**src/rtl/logbar_peakhold.sv**
```systemverilog
// logbar_peakhold
//   Per-band bar smoothing and peak-hold stage. Each bar height from the log-bar
//   converter arrives with its band index on a Start pulse. The bar rises at
//   once but falls by at most fallStep per update. A peak marker is held for
//   holdUpdates updates after every new peak, then falls by one per update,
//   never going below the bar. Results live in a per-band dual-port store:
//   port A is used by the update FSM, port B is read by the display scanner.
//
// Ports
//   Clock   in   system clock, rising edge
//   Reset   in   synchronous active-high reset; restarts the clear sweep
//   Start   in   one-cycle pulse, In/Band valid (accepted only when idle)
//   In      in   [6:0] new bar height, values above 96 clamp to 96
//   Band    in   [bwBand-1:0] band index; indices >= nBands are not written
//   Clear   in   one-cycle pulse, zero every band (accepted only when idle)
//   RdAddr  in   [bwBand-1:0] display read address
//   RdBar   out  [6:0] smoothed bar at RdAddr, one cycle latency
//   RdPeak  out  [6:0] peak marker at RdAddr, one cycle latency
//   Busy    out  update or clear sweep in progress
//   End     out  one-cycle pulse after an update is written

module logbar_peakhold #(
   parameter int nBands      = 32,
   parameter int bwBand      = 5,
   parameter int fallStep    = 3,
   parameter int holdUpdates = 12,
   parameter int bwHold      = 4
) (
   input  logic              Clock,
   input  logic              Reset,
   input  logic              Start,
   input  logic [6:0]        In,
   input  logic [bwBand-1:0] Band,
   input  logic              Clear,
   input  logic [bwBand-1:0] RdAddr,
   output logic [6:0]        RdBar,
   output logic [6:0]        RdPeak,
   output logic              Busy,
   output logic              End
);

   localparam int addrW    = (nBands > 1) ? $clog2(nBands) : 1;
   localparam int wordW    = 14 + bwHold;

   localparam logic [bwBand:0]   bandLimit = (bwBand + 1)'(nBands);
   localparam logic [addrW-1:0]  lastAddr  = addrW'(nBands - 1);
   localparam logic [6:0]        maxBar    = 7'd96;
   localparam logic [6:0]        fallStep7 = 7'(fallStep);
   localparam logic [bwHold-1:0] holdInit  = bwHold'(holdUpdates);

   localparam logic [2:0] CLR  = 3'd0;
   localparam logic [2:0] IDLE = 3'd1;
   localparam logic [2:0] RD   = 3'd2;
   localparam logic [2:0] CALC = 3'd3;
   localparam logic [2:0] WR   = 3'd4;

   logic [2:0]        state;
   logic [addrW-1:0]  clrAddr;
   logic [bwBand-1:0] curBand;
   logic              curBandOk;
   logic [6:0]        curIn;
   logic [wordW-1:0]  aWord;
   logic [wordW-1:0]  newWord;
   logic [wordW-1:0]  calcWord;

   logic [wordW-1:0]  store [nBands];
   logic              memWe;
   logic [addrW-1:0]  memAddr;
   logic [wordW-1:0]  memData;

   logic              acceptIdle;
   logic              takeClear;
   logic              takeStart;
   logic [6:0]        inClamped;
   logic              rdValid;

   // The cycle after a write, End is still high and the FSM is already in
   // IDLE; that cycle still counts as busy, so new commands wait one more.
   assign acceptIdle = (state == IDLE) && !End;
   assign takeClear  = acceptIdle && Clear;
   assign takeStart  = acceptIdle && Start && !Clear;
   assign Busy       = (state != IDLE) || End;
   assign inClamped  = (In > maxBar) ? maxBar : In;
   assign rdValid    = ({1'b0, RdAddr} < bandLimit);

   // ---------------------------------------------------------------- FSM
   // NOTE: every register in an always_ff block is assigned with <= so all
   // flops update together from the values present before the edge.
   always_ff @(posedge Clock) begin
      if (Reset) begin
         state   <= CLR;
         clrAddr <= '0;
         End     <= 1'b0;
      end else begin
         End <= 1'b0;
         case (state)
            CLR: begin
               if (clrAddr == lastAddr) state <= IDLE;
               else                     clrAddr <= clrAddr + 1'b1;
            end
            IDLE: begin
               if (takeClear) begin
                  state   <= CLR;
                  clrAddr <= '0;
               end else if (takeStart) begin
                  state <= RD;
               end
            end
            RD:   state <= CALC;
            CALC: state <= WR;
            WR: begin
               End   <= 1'b1;
               state <= IDLE;
            end
            default: begin
               state   <= CLR;
               clrAddr <= '0;
            end
         endcase
      end
   end

   // Datapath registers carry no reset: they are always loaded before use.
   always_ff @(posedge Clock) begin
      if (takeStart) begin
         curIn     <= inClamped;
         curBand   <= Band;
         curBandOk <= ({1'b0, Band} < bandLimit);
      end
      if (state == CALC) newWord <= calcWord;
   end

   // ---------------------------------------------------- update arithmetic
   logic [6:0]        storedBar;
   logic [6:0]        storedPeak;
   logic [bwHold-1:0] storedHold;
   logic [6:0]        barNext;
   logic [6:0]        peakNext;
   logic [6:0]        peakDec;
   logic [bwHold-1:0] holdNext;

   // NOTE: each always_comb output receives a default first, so no path can
   // leave it unassigned and infer a latch.
   always_comb begin
      storedBar  = aWord[wordW-1 -: 7];
      storedPeak = aWord[bwHold+6 -: 7];
      storedHold = aWord[bwHold-1:0];
      barNext    = curIn;
      peakNext   = storedPeak;
      holdNext   = storedHold;
      peakDec    = storedPeak - 7'd1;

      // Rise instantly; fall by at most fallStep. Subtractions only happen
      // when the minuend is the larger operand.
      if (curIn < storedBar && (storedBar - curIn) > fallStep7)
         barNext = storedBar - fallStep7;

      if (barNext >= storedPeak) begin
         peakNext = barNext;
         holdNext = holdInit;
      end else if (storedHold != '0) begin
         holdNext = storedHold - 1'b1;
      end else begin
         // storedPeak > barNext >= 0 here, so peakDec cannot wrap.
         peakNext = (peakDec > barNext) ? peakDec : barNext;
         holdNext = '0;
      end

      calcWord = {barNext, peakNext, holdNext};
   end

   // ------------------------------------------------------- band store
   always_comb begin
      memWe   = 1'b0;
      memAddr = clrAddr;
      memData = '0;
      if (!Reset) begin
         if (state == CLR) begin
            memWe = 1'b1;
         end else if (state == WR && curBandOk) begin
            memWe   = 1'b1;
            memAddr = curBand[addrW-1:0];
            memData = newWord;
         end
      end
   end

   // NOTE: the store array has no reset so it maps onto block RAM; it is
   // zeroed by the CLR sweep instead, which every reset starts.
   always_ff @(posedge Clock) begin
      if (memWe) store[memAddr] <= memData;
      if (takeStart) aWord <= store[Band[addrW-1:0]];
   end

   // Display port: read-before-write, so a same-address write returns old data.
   always_ff @(posedge Clock) begin
      if (Reset) begin
         RdBar  <= '0;
         RdPeak <= '0;
      end else if (rdValid) begin
         RdBar  <= store[RdAddr[addrW-1:0]][wordW-1 -: 7];
         RdPeak <= store[RdAddr[addrW-1:0]][bwHold+6 -: 7];
      end else begin
         RdBar  <= '0;
         RdPeak <= '0;
      end
   end

endmodule

```
**config.mk**
```make
export PLATFORM = sky130hd
export DESIGN_NAME = logbar_peakhold
export DESIGN_NICKNAME = d
export VERILOG_FILES = /design/src/rtl/logbar_peakhold.sv
export SDC_FILE = /design/constraint.sdc
export NUM_CORES = 1
export LEC_CHECK = 0
export CORE_AREA = 3 3 213 267
export DETAILED_ROUTE_END_ITERATION = 10
export DIE_AREA = 0 0 216 270
export GPL_ROUTABILITY_DRIVEN = 0
export GPL_TIMING_DRIVEN = 0
export PLACE_DENSITY = 0.74
export SYNTH_ARGS = -nofsm -noshare
export SYNTH_HDL_FRONTEND = slang
export SYNTH_SLANG_ARGS = --single-unit
```
**constraint.sdc**
```tcl
create_clock -name Clock -period 5.9 [get_ports Clock]
set_clock_uncertainty 0.05 [all_clocks]
set_input_delay 0.885 -clock Clock [delete_from_list [all_inputs] [get_ports Clock]]
set_output_delay 0.885 -clock Clock [all_outputs]
set_load 0.02 [all_outputs]
```
==> results.cfg, run 1 <==
[outcome]
status = complete, no violations

[timing]
report.final.slew_viol_count = 0
period_needed_ns = 5.376
fin_crit_sh_pct = 91.11
hold_viol_final = 0
setup_tns_ns = 0
worst_slew_pin_slew_ns = 1.424
maxSlewHeadroom_pct = 5.077
finalSetupViolations = 0
clock.fmax_mhz = 186.0
fin_hold_ws_ns = 0.5585
rsz0062_at_grt = false

[synthesis]
synth_cell_types = 67
ys.flop_type = edfxtp_1
ys_seq_area_share_pct = 65.45
ys_async_sr_fraction_pct = 0
synth_nets = 1489
synth.cell_area_um2 = 29330
syn_area_per_cell_um2 = 20.33
syn_inst = 1443
yosysWarnings = 0
ys_ff_latch = 647
synth_edf_count = 624

[critical_path]
critPathRequiredTime_ns = 6.19
critPathLaunchType = register
cp.arrival_ns = 5.67
path_buf_inv = 3
cp_common_cell = a21o_1
worstSetupEndpointType = register
max_stage_delay_ns = 0.49
path_cells = inv_1 -> ha_1 -> inv_1 -> fa_1 -> a211oi_2 -> o211ai_1 -> and3_4 -> a21oi_2 -> nor2_1 -> a21oi_2 -> inv_1 -> ha_1 -> nand2b_1 -> a21o_1 -> a21o_1 -> a21o_1 -> a21o_1 -> a21o_1 -> a21o_1 -> a221oi_1 -> o311ai_1
crit_slowest_cell = edfxtp_1
critPathMaxFanout = 10
cp_top_family = compound AO/OA/AOI/OAI gates
crit_type = reg -> reg

[layout]
drive_gt1_share_pct = 31.78
fin_nets = 1604
nFillCells = 3868
syn2layout_area_growth_pct = 13.30
regArea_um2 = 19200
multi_input_area_um2 = 9837

[clock_network]
cts_made_buffers = 59
root_buffer = clkbuf_16
cts.hold.buffers_added = 0
clk_pin_slew_worst_paths_ns = 0.07
cts.sinks = 647
htreeDepth = 2
cts_tree = built
cts_buffer_depth = 3
clock_latency_ns = 0.65

[drt]
firstDrtPassIters = 8
via_per_inst = 6.968
antenna_left = 0
drt_wl_total_um = 81360
routedWlPerCell_um = 34.71
drcViolationCount = 0
drtIter0Drc = 2272
route.vias.total = 16333

[hold_path]
hp-class = reg -> reg

[grt]
antenna_found_initial = 1
grt_pass1_wl_um = 116700
grt_max_degree = 33
grt_overflow = 0
grt_usage_pct = 28.12
grt_pass1_vias = 16752

[floorplanning]
io_pins = 37
dieArea_um2 = 58320
die_h_um = 270
dieWidth_um = 216
core_area_um2 = 54770
rows = 96
start_util_pct = 53.56

[pwr]
power.density_nw_per_um2 = 288.3
clock_power_share_pct = 42.6
intPower_mw = 7.521
swShare_pct = 21.49
peakVddDrop_mv = 0.2550
leakage_nw = 8.992
comb_power_share_pct = 5.0
p_seq_share_pct = 52.4
p_switching_mw = 2.059

[placement]
io_buffer_count = 30
dpl.hpwl_um = 54220

[job]
maxCapViolCount = 0
==> layout by cell type, fill, tap and decap left out, types with 24 or more instances in the layout <==
cell,n
edfxtp_1,624
mux4_2,320
clkbuf_1,73
clkbuf_16,59
nor2_1,43
inv_1,34
clkdlybuf4s50_1,30
nand2_1,26
buf_1,24
ha_1,24
==> state kept, by name, indices dropped and copies added (netlist names), 3 cells and up <==
name     count
store      576
aWord       18
newWord     18
RdBar        7
RdPeak       7
curIn        7
clrAddr      5
curBand      5
state        3
==> cells by family after synthesis <==
| logic type | after synthesis | share of synthesized area, % |
|---|---|---|
| xor+xnor | 15 | 0.4478 |
| simple gates | 188 | 3.199 |
| compound gates | 84 | 2.197 |
| fa+ha+maj | 26 | 1.126 |
| buf+inv | 124 | 1.587 |
| flops | 647 | 65.45 |
| mux | 359 | 26.00 |
==> metrics by stage <==
step                      cells  utilization, %  power [mW]  instance area (um2)  setup WS [ns]
after floorplan            1443               -       5.401                29330          1.199
after global placement     2208           55.78       5.576                30550         0.2588
after detailed placement   2230           56.84       5.591                31130         0.1004
after CTS                  2341           60.58       9.607                33180        0.07089
after global routing       2344           60.68       9.810                33240         0.2185
final                      2344           60.68       9.580                33240         0.5244
==> power groups by stage <==
stage / Clock [mW] / Combinational (mW) / Sequential [mW]
3_3_place_gp: 0 / 0.460 / 5.12
6_report: 4.08 / 0.480 / 5.02
5_1_grt: 4.30 / 0.494 / 5.02
4_1_cts: 4.11 / 0.474 / 5.02
3_5_place_dp: 0 / 0.472 / 5.12
2_1_floorplan: 0 / 0.280 / 5.12
==> cell type report <==
cell class	count	share of cell area (%)
well taps	735	2.767
diodes	1	0.007529
inverters	34	0.3840
multi-input cells	672	29.60
plain buffers	90	1.016
flip-flops and latches	647	57.76
clock buffers	66	4.521
repair buffers	54	2.304
clock inverters	45	1.638
==> Yosys cell counts, types with 3 or more instances <==
cell type | instances | area share, %
mux2_2 | 19 | 0.73
nor3_1 | 10 | 0.17
a31oi_1 | 3 | 0.064
and2_1 | 7 | 0.15
nor2_1 | 75 | 0.96
mux4_2 | 320 | 25
xor2_1 | 4 | 0.12
xnor2_1 | 11 | 0.33
edfxtp_1 | 624 | 64
a21o_1 | 8 | 0.20
mux2i_1 | 19 | 0.65
a211oi_1 | 7 | 0.18
o21ai_1 | 3 | 0.051
dfxtp_1 | 23 | 1.6
inv_1 | 34 | 0.44
nand4_1 | 5 | 0.11
nor3b_1 | 3 | 0.077
a211oi_4 | 3 | 0.20
o21ai_0 | 15 | 0.26
o22ai_1 | 3 | 0.064
a21oi_1 | 13 | 0.22
nand3_1 | 8 | 0.14
and3_1 | 20 | 0.43
nor2b_1 | 8 | 0.17
nand2_1 | 26 | 0.33
ha_1 | 24 | 1.0
buf_1 | 24 | 0.31
or3_1 | 5 | 0.11
nand3b_1 | 4 | 0.10
nand2b_1 | 6 | 0.13
clkbuf_1 | 66 | 0.84
==> repair_timing <==
action                                  in CTS  in global routing
gates resized for setup                      0                  4
endpoints found under the setup margin       0                 10
buffers inserted                             0                  0
==> final timing paths <==
kind | start | endpoint | slack (ns) | depth (start not counted)
setup reg to reg | aWord[11] | newWord[7] | 0.52 | 21
setup / recovery | aWord[11] | newWord[7] | 0.52 | 21
hold / removal | aWord[0] | newWord[0] | 0.56 | 1
hold reg to reg | aWord[0] | newWord[0] | 0.56 | 1
==> layer usage <==
layer  wire length (um)  global-route usage (%)
met4               5754                   16.80
met5                  0                       0
met3               8007                   6.245
met1              28150                   35.93
met2              39440                   44.69
Power figures use the tool's default switching activity.
==> inputs of run 2 (changes only) <==
CORE_AREA = 3 3 275 345   (was 3 3 213 267)
DIE_AREA = 0 0 278 348   (was 0 0 216 270)
PLACE_DENSITY = 0.5   (was 0.74)
==> results.cfg, run 2 (synthesized netlist as in run 1, its figures left out) <==
[outcome]
status = complete, no violations

[grt]
grt_usage_pct = 19.11
grt_pass1_vias = 16651
grt_pass1_wl_um = 127900
grt_overflow = 0
grt_max_degree = 33
antenna_found_initial = 2

[floorplanning]
dieArea_um2 = 96740
core_area_um2 = 91540
die_h_um = 348
start_util_pct = 32.05
dieWidth_um = 278
rows = 124
io_pins = 37

[critical_path]
path_cells = inv_1 -> ha_1 -> inv_1 -> fa_1 -> a211oi_1 -> o211ai_1 -> and3_4 -> a21oi_2 -> nor2_1 -> a21oi_2 -> inv_1 -> ha_1 -> nand2b_1 -> a21o_1 -> a21o_1 -> a21o_1 -> a21o_1 -> a21o_1 -> a21oi_4 -> nand2_1 -> o211a_1
critPathRequiredTime_ns = 6.18
critPathMaxFanout = 10
max_stage_delay_ns = 0.47
ff2ff_setup_slack_ns = 0.30
cp_common_cell = a21o_1
critPathLaunchType = register
cp.arrival_ns = 5.88
cp_top_family = compound AO/OA/AOI/OAI gates
path_buf_inv = 3
cp-startpoint = aWord[11]
reg2reg_to = newWord[4]
cp-endpoint = newWord[4]
worstSetupEndpointType = register
crit_slowest_cell = edfxtp_1
timing.rr.start = aWord[11]
critical_path_depth = 21
r2r_cells = 21
crit_type = reg -> reg

[layout]
nFillCells = 8452
layout.cells.most_common_list = edfxtp_1, mux4_2, clkbuf_16
regArea_um2 = 19200
multi_input_area_um2 = 9942
largestRegisters = store (576), aWord (18), newWord (18)
syn2layout_area_growth_pct = 15.02
drive_gt1_share_pct = 31.73
max_flop_register = store
fin_util_pct = 36.86
fin_nets = 1598
layout_commonest_cell = edfxtp_1
largest_register_ff_count = 576

[pwr]
leakage_nw = 8.947
peakVddDrop_mv = 0.1674
power.density_nw_per_um2 = 292.4

[drt]
drt_wl_total_um = 92390
routedWlPerCell_um = 33.04
route.vias.total = 15663
drcViolationCount = 0
via_per_inst = 5.602
antenna_left = 0
drtIter0Drc = 1601
firstDrtPassIters = 5

[clock_network]
cts_setup_buffers = 0
cts.sinks = 647
clock_latency_ns = 0.63
cts.hold.buffers_added = 0
root_buffer = clkbuf_16
htreeDepth = 3
cts_buffer_depth = 3
cts_made_buffers = 69
clk_pin_slew_worst_paths_ns = 0.06
cts_tree = built

[hold_path]
hp-class = reg -> reg

[timing]
finalSetupViolations = 0
fin_crit_sh_pct = 94.86
setup_slack_ns = 0.3031
rsz0062_at_grt = false
clock.fmax_mhz = 178.7
period_needed_ns = 5.597
worst_slew_pin_slew_ns = 1.483
hold_viol_final = 0
report.final.slew_viol_count = 0
maxSlewHeadroom_pct = 1.108

[job]
maxCapViolCount = 0

[placement]
dp_slack_ns = -0.2158
io_buffer_count = 30
dpl.hpwl_um = 59290
run 2: cell count changes in the layout (fill, tap and decap cells not counted), moves of 8 or more:
cell | before | now
nor2_2 | 20 | 0
nor2_4 | 12 | 32
clkbuf_16 | 59 | 75
buf_8 | 13 | 2
buf_16 | 9 | 1
run 2: power by group:
group	total, mW	switching (mW)	internal (mW)
Combinational	0.518	0.323	0.195
Clock	4.33	1.81	2.52
Sequential	5.02	0.0164	5.00
run 2: worst min path at each step:
stage / startpoint / endpoint / slack, ns / cells after the start
2_1_floorplan: clrAddr[2] / clrAddr[2] / 0.48 / 2
3_3_place_gp: clrAddr[1] / clrAddr[1] / 0.52 / 2
3_5_place_dp: aWord[0] / newWord[0] / 0.53 / 1
4_1_cts: aWord[0] / newWord[0] / 0.53 / 1
5_1_grt: aWord[0] / newWord[0] / 0.57 / 1
6_report: aWord[0] / newWord[0] / 0.53 / 1
run 2: layer usage:
layer	share of wire, %	GRT usage (%)
met1	38	23.39
met2	51	33.82
met3	6.4	3.338
met4	3.8	7.255
met5	0	0
run 2: final cells by class:
class	count	area share [%]
antenna	1	0.007417
buffer	90	1.031
clock buffer	86	5.685
clock inverter	31	0.8381
inverter	34	0.3783
multi-input combinational	672	29.47
sequential	647	56.90
tap	1197	4.439
timing repair buffer	38	1.253
run 2: repair_timing:
item,in CTS,in global routing
setup endpoints to repair,1,3
resized for setup,1,2
gates cloned,0,0
run 2: metrics by stage:
step / cell area (um2) / instances / hold slack, ns / power [mW] / TNS [ns]
finish: 33740 / 2796 / 0.5319 / 9.866 / 0
global route: 33740 / 2795 / 0.5671 / 10.15 / 0
CTS: 33670 / 2792 / 0.5312 / 9.951 / 0
detailed placement: 31470 / 2675 / 0.5298 / 5.637 / -0.2158
global placement: 31130 / 2670 / 0.5226 / 5.621 / -3.689
floorplan: 29330 / 1443 / 0.4801 / 5.401 / 0
==> inputs of run 3 (changes only) <==
CORE_AREA = 3 3 343 277   (was 3 3 275 345)
DIE_AREA = 0 0 346 280   (was 0 0 278 348)
==> results.cfg, run 3 (synthesized netlist as in run 1, its figures left out) <==
[grt]
antenna_found_initial = 2
grt_pass1_vias = 16158
grt_usage_pct = 18.53
grt_overflow = 0
grt_max_degree = 33
grt_pass1_wl_um = 125400

[clock_network]
cts_setup_buffers = 0
post_cts_resized = 1
cts_buffer_depth = 3
htreeDepth = 3
clk_pin_slew_worst_paths_ns = 0.06
cts.sinks = 647
root_buffer = clkbuf_16
cts_made_buffers = 70
cts.hold.buffers_added = 0
cts_tree = built
clock_latency_ns = 0.62

[critical_path]
timing.rr.start = aWord[11]
critPathLaunchType = register
cp.arrival_ns = 5.77
r2r_cells = 21
crit_type = reg -> reg
ff2ff_setup_slack_ns = 0.42
worstSetupEndpointType = register
critPathMaxFanout = 10
reg2reg_to = newWord[7]
critPathRequiredTime_ns = 6.19

[placement]
placed_cells = 2696
dpl.hpwl_um = 59370
dp_slack_ns = 0.0002021
placed_cell_area_um2 = 31580
io_buffer_count = 30

[floorplanning]
dieArea_um2 = 96880
core_area_um2 = 91420
rows = 99
io_pins = 37
die_h_um = 280
dieWidth_um = 346
start_util_pct = 32.09

[drt]
routed.top_layer = met5
via_per_inst = 5.682
dr_wl_met2_um = 39250
wl_met3_um = 7175
routedWlPerCell_um = 31.78
firstDrtPassIters = 5
drt_wl_total_um = 89630
met1_length_um = 41370
route.vias.total = 16023
drtIter0Drc = 2064
antenna_left = 0
drcViolationCount = 0

[layout]
syn2layout_area_growth_pct = 15.18
multi_input_area_um2 = 9915
fin_nets = 1603
max_flop_register = store
regArea_um2 = 19200
nFillCells = 8352
largest_register_ff_count = 576
layout.cells.most_common_list = edfxtp_1, mux4_2, clkbuf_1
fin_util_pct = 36.96
drive_gt1_share_pct = 31.49
largestRegisters = store (576), aWord (18), newWord (18)
stdcell_area_um2 = 33790
final_cells = 2820
layout_commonest_cell = edfxtp_1

[timing]
worst_slew_pin_slew_ns = 1.425
hold_viol_final = 0
setup_tns_ns = 0
setup_slack_ns = 0.4232
clock.fmax_mhz = 182.6
report.final.slew_viol_count = 0
maxSlewHeadroom_pct = 4.996
fin_crit_sh_pct = 92.83
rsz0062_at_grt = false
period_needed_ns = 5.477
finalSetupViolations = 0

[pwr]
intPower_mw = 7.630
peakVddDrop_mv = 0.1794
leakage_nw = 8.970
power.density_nw_per_um2 = 289.4
p_switching_mw = 2.148
clock_power_share_pct = 43.4
p_seq_share_pct = 51.3
swShare_pct = 21.96
comb_power_share_pct = 5.2

[job]
maxCapViolCount = 0

[hold_path]
min_to = clrAddr[4]
hold_path_depth = 2
hp-class = reg -> reg
hold_path_startpoint = clrAddr[4]

[outcome]
status = complete, no violations
## run 3: worst max path at each step
| stage | start | endpoint | slack (ns) | cells past startpoint |
|---|---|---|---|---|
| floorplan | aWord[11] | newWord[4] | 1.20 | 21 |
| CTS | aWord[11] | newWord[4] | 0.26 | 21 |
| finish | aWord[11] | newWord[7] | 0.42 | 21 |
| global route | aWord[11] | newWord[7] | 0.05 | 21 |
| detailed placement | aWord[11] | newWord[4] | 0.0002 | 21 |
| global placement | Clear | aWord[0] | -0.33 | 2 |
## run 3: power groups by stage
stage	registers, mW	logic (mW)	clock network (mW)
6_report	5.02	0.509	4.25
5_1_grt	5.02	0.529	4.52
4_1_cts	5.02	0.508	4.33
3_5_place_dp	5.12	0.507	0
3_3_place_gp	5.12	0.490	0
2_1_floorplan	5.12	0.280	0
## run 3: layout make-up
class | count | share of cell area, %
antenna | 1 | 0.007407
buffer | 90 | 1.026
clock buffer | 95 | 5.836
clock inverter | 27 | 0.5925
inverter | 34 | 0.3777
multi-input combinational | 672 | 29.34
sequential | 647 | 56.82
tap | 1212 | 4.488
timing repair buffer | 42 | 1.504
## run 3: critical path, cell delays in order (launching register included)
cell and delay (ns):
edfxtp_1 0.48, inv_1 0.09, ha_1 0.15, inv_1 0.05, fa_1 0.41, a211oi_1 0.35
o211ai_1 0.22, and3_4 0.24, a21oi_2 0.36, nor2_1 0.09, a21oi_2 0.37, inv_1 0.09
ha_1 0.30, nand2b_1 0.14, a21o_1 0.18, a21o_1 0.18, a21o_1 0.18, a21o_1 0.17
a21o_1 0.27, a21o_1 0.33, a221oi_1 0.36, o311ai_1 0.16
## run 3: layer usage
layer	track usage, %	vias up
met4	4.008	2
met5	0	-
li1	-	6396
met3	4.200	119
met1	28.11	8784
met2	27.23	722
## run 3: through the flow
stage	total power, mW	hold slack (ns)
2_1_floorplan	5.401	0.4801
3_3_place_gp	5.607	0.5236
3_5_place_dp	5.625	0.5436
4_1_cts	9.857	0.5504
5_1_grt	10.07	0.5785
6_report	9.778	0.5440
